**src/rtl/bus_arbiter_if.sv**
```systemverilog
// Bus arbitration interface: request/lock from the requesters, grant and
// mux-select back from the arbiter.
interface bus_arbiter_if #(
  parameter int N_REQ = 32,
  parameter int SEL_W = 5
);
  logic [N_REQ-1:0] req;
  logic             lock;
  logic [SEL_W-1:0] bus_sel;
  logic [N_REQ-1:0] gnt;
  logic             bus_valid;
  logic             gnt_change;

  // Requester side: raises requests and lock, observes the grant.
  modport master (
    output req,
    output lock,
    input  bus_sel,
    input  gnt,
    input  bus_valid,
    input  gnt_change
  );

  // Arbiter side: samples requests, drives the grant.
  modport slave (
    input  req,
    input  lock,
    output bus_sel,
    output gnt,
    output bus_valid,
    output gnt_change
  );
endinterface

```
**src/rtl/bus_arbiter.sv**
```systemverilog
// Round-robin bus arbiter with hold limit and lock.
// A registered grant is issued one edge after the request. The owner keeps
// the bus while it requests, until it has held MAX_HOLD cycles and someone
// else is waiting (unless lock is high). The rotation pointer always equals
// the index of the most recent winner, so it cannot move while a locked
// owner keeps the bus.
module bus_arbiter #(
  parameter int N_REQ    = 32,
  parameter int SEL_W    = 5,
  parameter int MAX_HOLD = 4
) (
  input  logic             clk,
  input  logic             clr,
  bus_arbiter_if.slave     bus
);

  localparam int HOLD_W = 4;
  localparam logic [HOLD_W-1:0] HOLD_MAX = HOLD_W'(MAX_HOLD);

  typedef enum logic {
    IDLE = 1'b0,
    OWN  = 1'b1
  } state_t;

  // Registered state and outputs
  state_t             state_p0;
  logic [SEL_W-1:0]   sel_p0;
  logic [SEL_W-1:0]   ptr_p0;
  logic [HOLD_W-1:0]  hold_p0;
  logic [N_REQ-1:0]   gnt_p0;
  logic               vld_p0;
  logic               change_p0;

  // Next-state values
  state_t             state_n;
  logic [SEL_W-1:0]   sel_n;
  logic [SEL_W-1:0]   ptr_n;
  logic [HOLD_W-1:0]  hold_n;
  logic [N_REQ-1:0]   gnt_n;
  logic               vld_n;
  logic               change_n;

  // Arbitration helpers
  logic               win_found;
  logic [SEL_W-1:0]   win_idx;
  logic [N_REQ-1:0]   owner_mask;
  logic               owner_req;
  logic               others_pending;

  // Round-robin search: first set bit scanning upward from p+1 and wrapping.
  // The last offset examined is p itself, so the current owner (which sits at
  // p) is only chosen when nobody else requests. Returns {found, index}.
  function automatic logic [SEL_W:0] rr_pick(
    input logic [N_REQ-1:0] r,
    input logic [SEL_W-1:0] p
  );
    logic             found;
    logic [SEL_W-1:0] idx;
    logic [SEL_W-1:0] pick;
    found = 1'b0;
    pick  = '0;
    for (int k = 1; k <= N_REQ; k++) begin
      idx = p + SEL_W'(k);
      if (!found && r[idx]) begin
        found = 1'b1;
        pick  = idx;
      end
    end
    return {found, pick};
  endfunction

  // Saturating increment of the hold counter.
  function automatic logic [HOLD_W-1:0] hold_inc(input logic [HOLD_W-1:0] h);
    return (h < HOLD_MAX) ? h + HOLD_W'(1) : h;
  endfunction

  assign {win_found, win_idx} = rr_pick(bus.req, ptr_p0);
  assign owner_mask           = N_REQ'(1) << sel_p0;
  assign owner_req            = bus.req[sel_p0];
  assign others_pending       = |(bus.req & ~owner_mask);

  // State and output registers; clr drops the grant asynchronously.
  always_ff @(posedge clk or posedge clr) begin
    if (clr) begin
      state_p0  <= IDLE;
      sel_p0    <= '0;
      ptr_p0    <= SEL_W'(N_REQ - 1);
      hold_p0   <= '0;
      gnt_p0    <= '0;
      vld_p0    <= 1'b0;
      change_p0 <= 1'b0;
    end else begin
      state_p0  <= state_n;
      sel_p0    <= sel_n;
      ptr_p0    <= ptr_n;
      hold_p0   <= hold_n;
      gnt_p0    <= gnt_n;
      vld_p0    <= vld_n;
      change_p0 <= change_n;
    end
  end

  // Next-state and next-output decision for the coming edge.
  always_comb begin
    state_n  = state_p0;
    sel_n    = sel_p0;
    ptr_n    = ptr_p0;
    hold_n   = hold_p0;
    gnt_n    = '0;
    vld_n    = 1'b0;
    change_n = 1'b0;

    unique case (state_p0)
      IDLE: begin
        hold_n = '0;
        if (win_found) begin
          state_n  = OWN;
          sel_n    = win_idx;
          ptr_n    = win_idx;
          hold_n   = HOLD_W'(1);
          gnt_n    = N_REQ'(1) << win_idx;
          vld_n    = 1'b1;
          change_n = 1'b1;
        end
      end

      OWN: begin
        if (!owner_req) begin
          // Owner released: hand over at this same edge, or go idle.
          if (win_found) begin
            sel_n    = win_idx;
            ptr_n    = win_idx;
            hold_n   = HOLD_W'(1);
            gnt_n    = N_REQ'(1) << win_idx;
            vld_n    = 1'b1;
            change_n = 1'b1;
          end else begin
            state_n = IDLE;
            hold_n  = '0;
          end
        end else if (!bus.lock && (hold_p0 >= HOLD_MAX) && others_pending) begin
          // Hold limit reached with a waiter: pre-empt. The owner sits at
          // ptr, so the rotation reaches every other requester first.
          sel_n    = win_idx;
          ptr_n    = win_idx;
          hold_n   = HOLD_W'(1);
          gnt_n    = N_REQ'(1) << win_idx;
          vld_n    = 1'b1;
          change_n = 1'b1;
        end else begin
          // Owner keeps the bus; counter saturates at the hold limit.
          hold_n = hold_inc(hold_p0);
          gnt_n  = owner_mask;
          vld_n  = 1'b1;
        end
      end

      default: begin
        state_n = IDLE;
        hold_n  = '0;
      end
    endcase
  end

  assign bus.bus_sel    = sel_p0;
  assign bus.gnt        = gnt_p0;
  assign bus.bus_valid  = vld_p0;
  assign bus.gnt_change = change_p0;

endmodule

```
**src/flat_wrapper.sv**
```systemverilog
// flat-port wrapper written by rule: the top's interface ports become plain ports
module bus_arbiter_flat 
#(
  parameter int N_REQ    = 32,
  parameter int SEL_W    = 5,
  parameter int MAX_HOLD = 4
)
  (clk, clr, bus_req, bus_lock, bus_bus_sel, bus_gnt, bus_bus_valid, bus_gnt_change);
  bus_arbiter_if #(.N_REQ(N_REQ), .SEL_W(SEL_W)) bus_i ();
  input  logic clk;
  input  logic clr;
  input wire logic [$bits(bus_i.req)-1:0] bus_req;
  input wire logic [$bits(bus_i.lock)-1:0] bus_lock;
  output wire logic [$bits(bus_i.bus_sel)-1:0] bus_bus_sel;
  output wire logic [$bits(bus_i.gnt)-1:0] bus_gnt;
  output wire logic [$bits(bus_i.bus_valid)-1:0] bus_bus_valid;
  output wire logic [$bits(bus_i.gnt_change)-1:0] bus_gnt_change;
  assign bus_i.req = bus_req;
  assign bus_i.lock = bus_lock;
  assign bus_bus_sel = bus_i.bus_sel;
  assign bus_gnt = bus_i.gnt;
  assign bus_bus_valid = bus_i.bus_valid;
  assign bus_gnt_change = bus_i.gnt_change;
  bus_arbiter #(.N_REQ(N_REQ), .SEL_W(SEL_W), .MAX_HOLD(MAX_HOLD)) u_core (.clk(clk), .clr(clr), .bus(bus_i));
endmodule
```
**config.mk**
```make
export PLATFORM = sky130hd
export DESIGN_NAME = bus_arbiter_flat
export DESIGN_NICKNAME = d
export VERILOG_FILES = /design/src/rtl/bus_arbiter_if.sv /design/src/rtl/bus_arbiter.sv /design/src/flat_wrapper.sv
export SDC_FILE = /design/constraint.sdc
export NUM_CORES = 1
export LEC_CHECK = 0
export BUFFER_PORTS_ARGS = -buffer_cell sky130_fd_sc_hd__buf_2
export CORE_MARGIN = 1
export CORE_UTILIZATION = 40
export DETAILED_ROUTE_END_ITERATION = 10
export PLACE_DENSITY = 0.64
export SLEW_MARGIN = 20
export SYNTH_ARGS = -nofsm -noshare
export SYNTH_HDL_FRONTEND = slang
export SYNTH_SLANG_ARGS = --single-unit
```
**constraint.sdc**
```tcl
create_clock -name clk -period 18.2 [get_ports clk]
set_input_delay 3.64 -clock clk [delete_from_list [all_inputs] [get_ports clk]]
set_output_delay 3.64 -clock clk [all_outputs]
set_load 0.005 [all_outputs]
```
Yosys cells after proc, flatten, opt, wreduce, memory -nomap -nowiden:

Cells that the tools add are included.

* bits in writable memories: 0
* latch bits: 0
* input bits: 35
* memories kept: 0
* flip-flop bits (word level): 48
* memory bits (read-only): 0

* multiply operators: 0
* bitwise gates (word level): 3
* add/sub/neg operators: 32
* shift-type cells: 2
* equal/unequal tests: 2
* reduce and logical (&&, ||, !) cells: 66
* order comparisons: 35
* muxes and demuxes: 152
* div/mod/pow operators: 0

Operator list (number)
* less-than comparator 5 x 6 -> 1 bit (second input constant): 33
* two-way mux 5 bit: 37
* binary-select mux 1 bit (select 5 bit): 33
* two-way mux 32 bit: 3
* adder 5 bit (second input constant): 16
* two-way mux 1 bit: 70
* one-hot mux 32 bit (2 select lines): 1
* << shifter 1 x 5 -> 32 bit (first input constant): 2
* adder 5 x 4 -> 5 bit (second input constant): 8
* logical AND 1 bit: 33
* bitwise AND 32 bit: 1
* zero test 1 bit: 32
* NOT 32 bit: 1
* OR reduction 32 bit: 1
* adder 5 x 3 -> 5 bit (second input constant): 4
* one-hot mux 5 bit (2 select lines): 2
* two-way mux 4 bit: 3
* adder 5 x 2 -> 5 bit (second input constant): 2
* one-hot mux 4 bit (2 select lines): 1
* adder 5 x 1 -> 5 bit (second input constant): 1
* adder 4 x 1 -> 4 bit (second input constant): 1
* >= comparator 4 x 3 -> 1 bit (second input constant): 1
* less-than comparator 4 x 3 -> 1 bit (second input constant): 1
* inequality test 4 bit (second input constant): 1
* other kinds (3): 4

Longest topological paths before layout:

* depth after elaboration: 101
* depth in mapped cells: 26
* gate-level depth less buffers: 15

Least setup slack after synthesis:

OpenSTA, ideal clock, no wires.

* path kind: input to register
* start: input bus_req[1]
* end: register u_core.gnt_p0[10] (netlist: u_core.bus.gnt[10])
* path slack: 10.070 ns
* cell stages on the path: 15
* arrival time: 8.029 ns
* library setup time: 0.101 ns
* path buffers: 3
* cells stage by stage: clkbuf_1 > mux4_2 > mux4_2 > mux2_4 > or4b_4 > or3_1 > buf_2 > or4_4 > buf_6 > nor4_4 > a2111o_1 > a21oi_1 > or2_1 > or3_1 > o32ai_1

* word-level cells in the longest chain between the ends: 100

RTL lines
* start: declaration: line flat_wrapper.sv:12 `input wire logic [$bits(bus_i.req)-1:0] bus_req;`
* binary-select mux 1 bit (select 5 bit): line bus_arbiter.sv:64 `if (!found && r[idx]) begin`
* two-way mux 1 bit (not written as such): line bus_arbiter.sv:64
* two-way mux 1 bit: line bus_arbiter.sv:64
* zero test 1 bit: line bus_arbiter.sv:64
* logical AND 1 bit: line bus_arbiter.sv:64
* two-way mux 1 bit: line bus_arbiter.sv:64
* zero test 1 bit: line bus_arbiter.sv:64
* logical AND 1 bit: line bus_arbiter.sv:64
* (+85 left out)
* zero test 1 bit: line bus_arbiter.sv:64
* logical AND 1 bit: line bus_arbiter.sv:64
* two-way mux 5 bit: line bus_arbiter.sv:64
* << shifter 1 x 5 -> 32 bit: line bus_arbiter.sv:121, bus_arbiter.sv:134, bus_arbiter.sv:147
* two-way mux 32 bit, on equally long branches: line bus_arbiter.sv:116, bus_arbiter.sv:130, bus_arbiter.sv:141
* two-way mux 32 bit: line bus_arbiter.sv:128 `if (!owner_req) begin`
* one-hot mux 32 bit (2 select lines) (*): line bus_arbiter.sv:113 `unique case (state_p0)`
* named net u_core.gnt_n[10]: line bus_arbiter.sv:39 `logic [N_REQ-1:0] gnt_n;`
* end signal: assignment: line bus_arbiter.sv:97 `gnt_p0 <= gnt_n;`
* end: declaration: line bus_arbiter.sv:30 `logic [N_REQ-1:0] gnt_p0;`

Mark *: on every way through the listed nets, which the timed path passes. The rest lies on a longest branch. The select of a mux whose other input is x is not followed.
A chain may end at the register's enable or synchronous reset.

Final worst setup path:

* start: input bus_req[14]
* end: register u_core.gnt_p0[31] (netlist: u_core.bus.gnt[31])

The elaborated chain is that of the path after synthesis.

==> implementation parameters <==
Parameter                              Value

Floorplan
  I/O pin count    74
  Initial core utilization    0.4138
  Total die area    25200 sq um
  Placeable core region    23750 sq um
  # rows    56
  Y dimension of the die    158.8 microns
  Die boundary width    158.8 microns

Timing
  Maximum clock skew at final layout    5.878 ps
  Post-route minimum period    9146 ps
  Worst rel slew slack    0.2086
  Final setup TNS    0 ps
  Setup repair after global routing missed its margin    false
  Hold Slack    549.2 ps
  Fin. Hold Viols    0
  Maximum frequency from static timing analysis    0.1093 GHz
  Fin crit share    0.5025
  Number of pins with negative max-slew slack in the final report    0
  Setup violation total in the final timing report    0
  Slew @ Worst Pin    1179 ps

Synth
  Synth warn    0
  Count of flip-flops with a built-in enable after synthesis    0
  Main flop type after synthesis    dfrtp_1
  Post-synthesis cell type count    87
  Top cell type by total area after synthesis    mux4_2
  Synthesized Nets    1199
  Number of synthesized register bits    48
  Proportion of netlist area held by the largest area contributor    0.2337
  Avg Synthesized Cell Area    8.546 sq um
  Proportion of synthesized chip area in sequential cells    0.1229
  Gate count of the mapped netlist    1150
  Cell types with the largest area share after synthesis    mux4_2 (23%), dfrtp_1 (11%), mux2i_1 (8.2%)
  Summed instance area of the synthesized netlist    9828 sq um
  Proportion of register bits with asynchronous set or reset after synthesis    1.000

Worst hold path
  Worst Hold Endpoint    u_core.hold_p0[2]$_DFFE_PP0P_
  Class of the worst hold path    flip-flop to flip-flop
  Hold Path Depth    2
  Startpoint of the most critical hold path    u_core.hold_p0[2]$_DFFE_PP0P_

Routing
  Count of antenna-violating nets left after detailed routing    0
  Total number of vias    10850
  Number of DRC markers after the initial detailed-route iteration    1544
  Sum of routed wire length over all layers    42370 microns
  Wirelength per Cell    28.70 microns
  Number of optimization iterations in the first detailed-route pass    6
  Remaining routing DRC violations    0
  Via density per instance    7.352

Critical path
  Worst-path cell with the longest stage delay    a211oi_2
  Element type at the critical path end    flip-flop
  R2r worst-path depth    15
  Kind of cell with the highest combined delay on the critical path    simple AND/OR/NAND/NOR gates
  Type of the worst setup path    input port to flip-flop
  CP Cell Sequence    buf_2 > mux4_2 > mux4_2 > mux2_2 > nor3_1 > nand3_1 > nor4_2 > o2111ai_1 > a21boi_0 > and4_1 > a211oi_2 > nand3_1 > o32ai_1
  Req. time, crit path    18390 ps
  Register-to-register path setup slack    9540 ps
  Biggest cell delay along the critical path    860 ps
  Critical register-to-register path endpoint    u_core.bus.gnt[31]$_DFF_PP0_
  Worst Path Max Fanout    19
  Arrival time at the worst endpoint    9330 ps
  Critical Path Start Type    input port
  R2r startpoint    u_core.ptr_p0[1]$_DFFE_PP1P_
  Crit path buffers/inverters    1

Flow run
  Max_cap viols    0

Run status
  Status    complete, no violations

GRT
  Maximum number of pins on one net before global-route repair    49
  Global-route wire length before repair    63290 microns
  Overflow left after global routing    0
  Antenna violations before repair    0
  Aggregate global-route resource usage    0.3279
  Vias in the first global route    9788

CTS
  Clock tree from TritonCTS    built
  Insertion delay to the later sink of the worst-skew pair    290 ps
  Clk slew on worst S/H paths    60 ps
  TritonCTS buffer count    5
  Largest buffer count on any clock path    2
  Clock Sinks    48
  Count of H-tree levels built during CTS    2
  Total of cells resized after clock tree synthesis    0
  Master cell of the clock root buffer    clkbuf_16
  Hold buffers post-CTS    0
  Postcts setup bufs    0

Placed design
  Port Buf Inserts    73
  HPWL Detailed    32200 microns
  Gpl congestion    1.064

Cells and area
  Share of post-route cells with drive strength above 1    0.2394
  Area Overhead vs Synth    7.359%
  Final Net Count    1205
  Most frequent standard cell in the layout excluding fill and tap cells    nand2_1
  Most used cells in the layout excluding fill and tap cells    nand2_1 (106), mux4_2 (102), mux2i_1 (81), buf_2 (73), nor2_1 (71)
  ANT cells    0
per-layer routing:
| metal | global-route usage | up-vias | wire, microns |
|---|---|---|---|
| li1 | - | 4590 | - |
| met1 | 0.4490 | 5269 | 16270 |
| met2 | 0.4928 | 836 | 18410 |
| met3 | 0.06426 | 156 | 5271 |
| met4 | 0.1584 | 0 | 2411 |
| met5 | 0 | - | 0 |
area by class of cell:
| class | count | area (sq um) |
|---|---|---|
| tap | 319 | 399.1 |
| clock buffer | 7 | 142.6 |
| clock inverter | 1 | 7.507 |
| sequential | 48 | 1211 |
| fill | 2378 | 13200 |
| timing repair buffer | 109 | 635.6 |
| multi-input combinational | 967 | 8060 |
| inverter | 25 | 95.09 |
how the worst max path moves through the flow:
stage                                               to        start  slack (ps)  cells after the start
final                     u_core.bus.gnt[31]$_DFF_PP0_  bus_req[14]        9050                     13
after global routing      u_core.bus.gnt[31]$_DFF_PP0_   bus_req[2]        8810                     13
after CTS                 u_core.bus.gnt[31]$_DFF_PP0_  bus_req[30]        9280                     13
after detailed placement  u_core.bus.gnt[31]$_DFF_PP0_  bus_req[30]        8990                     13
after global placement    u_core.bus.gnt[31]$_DFF_PP0_   bus_req[2]        8960                     13
after floorplan           u_core.bus.gnt[10]$_DFF_PP0_   bus_req[1]       10070                     15
registers in the layout (all words and copies together), names as in the netlist:
signal and cells:
u_core.bus.bus_sel 5, u_core.bus.gnt_change 1, u_core.hold_p0 4, u_core.ptr_p0 5, u_core.state_p0 1, u_core.bus.gnt 32
worst min-delay path, cell delays in order, from the launching register on:
cell and delay, ps:
dfrtp_1 380, a21oi_1 50, nor2_1 80
through the flow:
step                      setup slack [ps]    util  std cells  instance area [sq um]
after floorplan                      10070       -       1150                   9828
after global placement                8960  0.4378       1468                  10400
after detailed placement              8988  0.4378       1468                  10400
after CTS                             9279  0.4442       1476                  10550
after global routing                  8811  0.4442       1476                  10550
final                                 9054  0.4442       1476                  10550
cell families (layout without fill, tap and decap cells):
group | Yosys count | in the layout | synth area share
flops | 48 | 48 | 0.1229
fa+ha+maj | 14 | 14 | 0.01782
mux | 208 | 208 | 0.3453
buf+inv | 135 | 142 | 0.05703
compound gates | 342 | 342 | 0.2369
simple gates | 376 | 376 | 0.1953
xor+xnor | 27 | 27 | 0.02483
synth_stat cells (8+ instances only):
| cell | n |
|---|---|
| a211oi_1 | 14 |
| a21o_1 | 10 |
| a21oi_1 | 66 |
| a22oi_1 | 8 |
| a31oi_1 | 14 |
| and2_1 | 15 |
| buf_1 | 15 |
| buf_2 | 18 |
| clkbuf_1 | 74 |
| dfrtp_1 | 43 |
| ha_1 | 14 |
| inv_1 | 22 |
| mux2_2 | 24 |
| mux2i_1 | 81 |
| mux4_2 | 102 |
| nand2_1 | 106 |
| nand2b_1 | 13 |
| nand3_1 | 34 |
| nor2_1 | 71 |
| nor3_1 | 41 |
| nor4_1 | 15 |
| o211ai_1 | 12 |
| o21a_1 | 12 |
| o21ai_0 | 66 |
| o22ai_1 | 32 |
| o32ai_1 | 22 |
| or3_1 | 17 |
| xnor2_1 | 18 |
| xor2_1 | 8 |
Power is not shown: default switching activity piles up to over one toggle a cycle in this logic, so the estimate is an artifact.
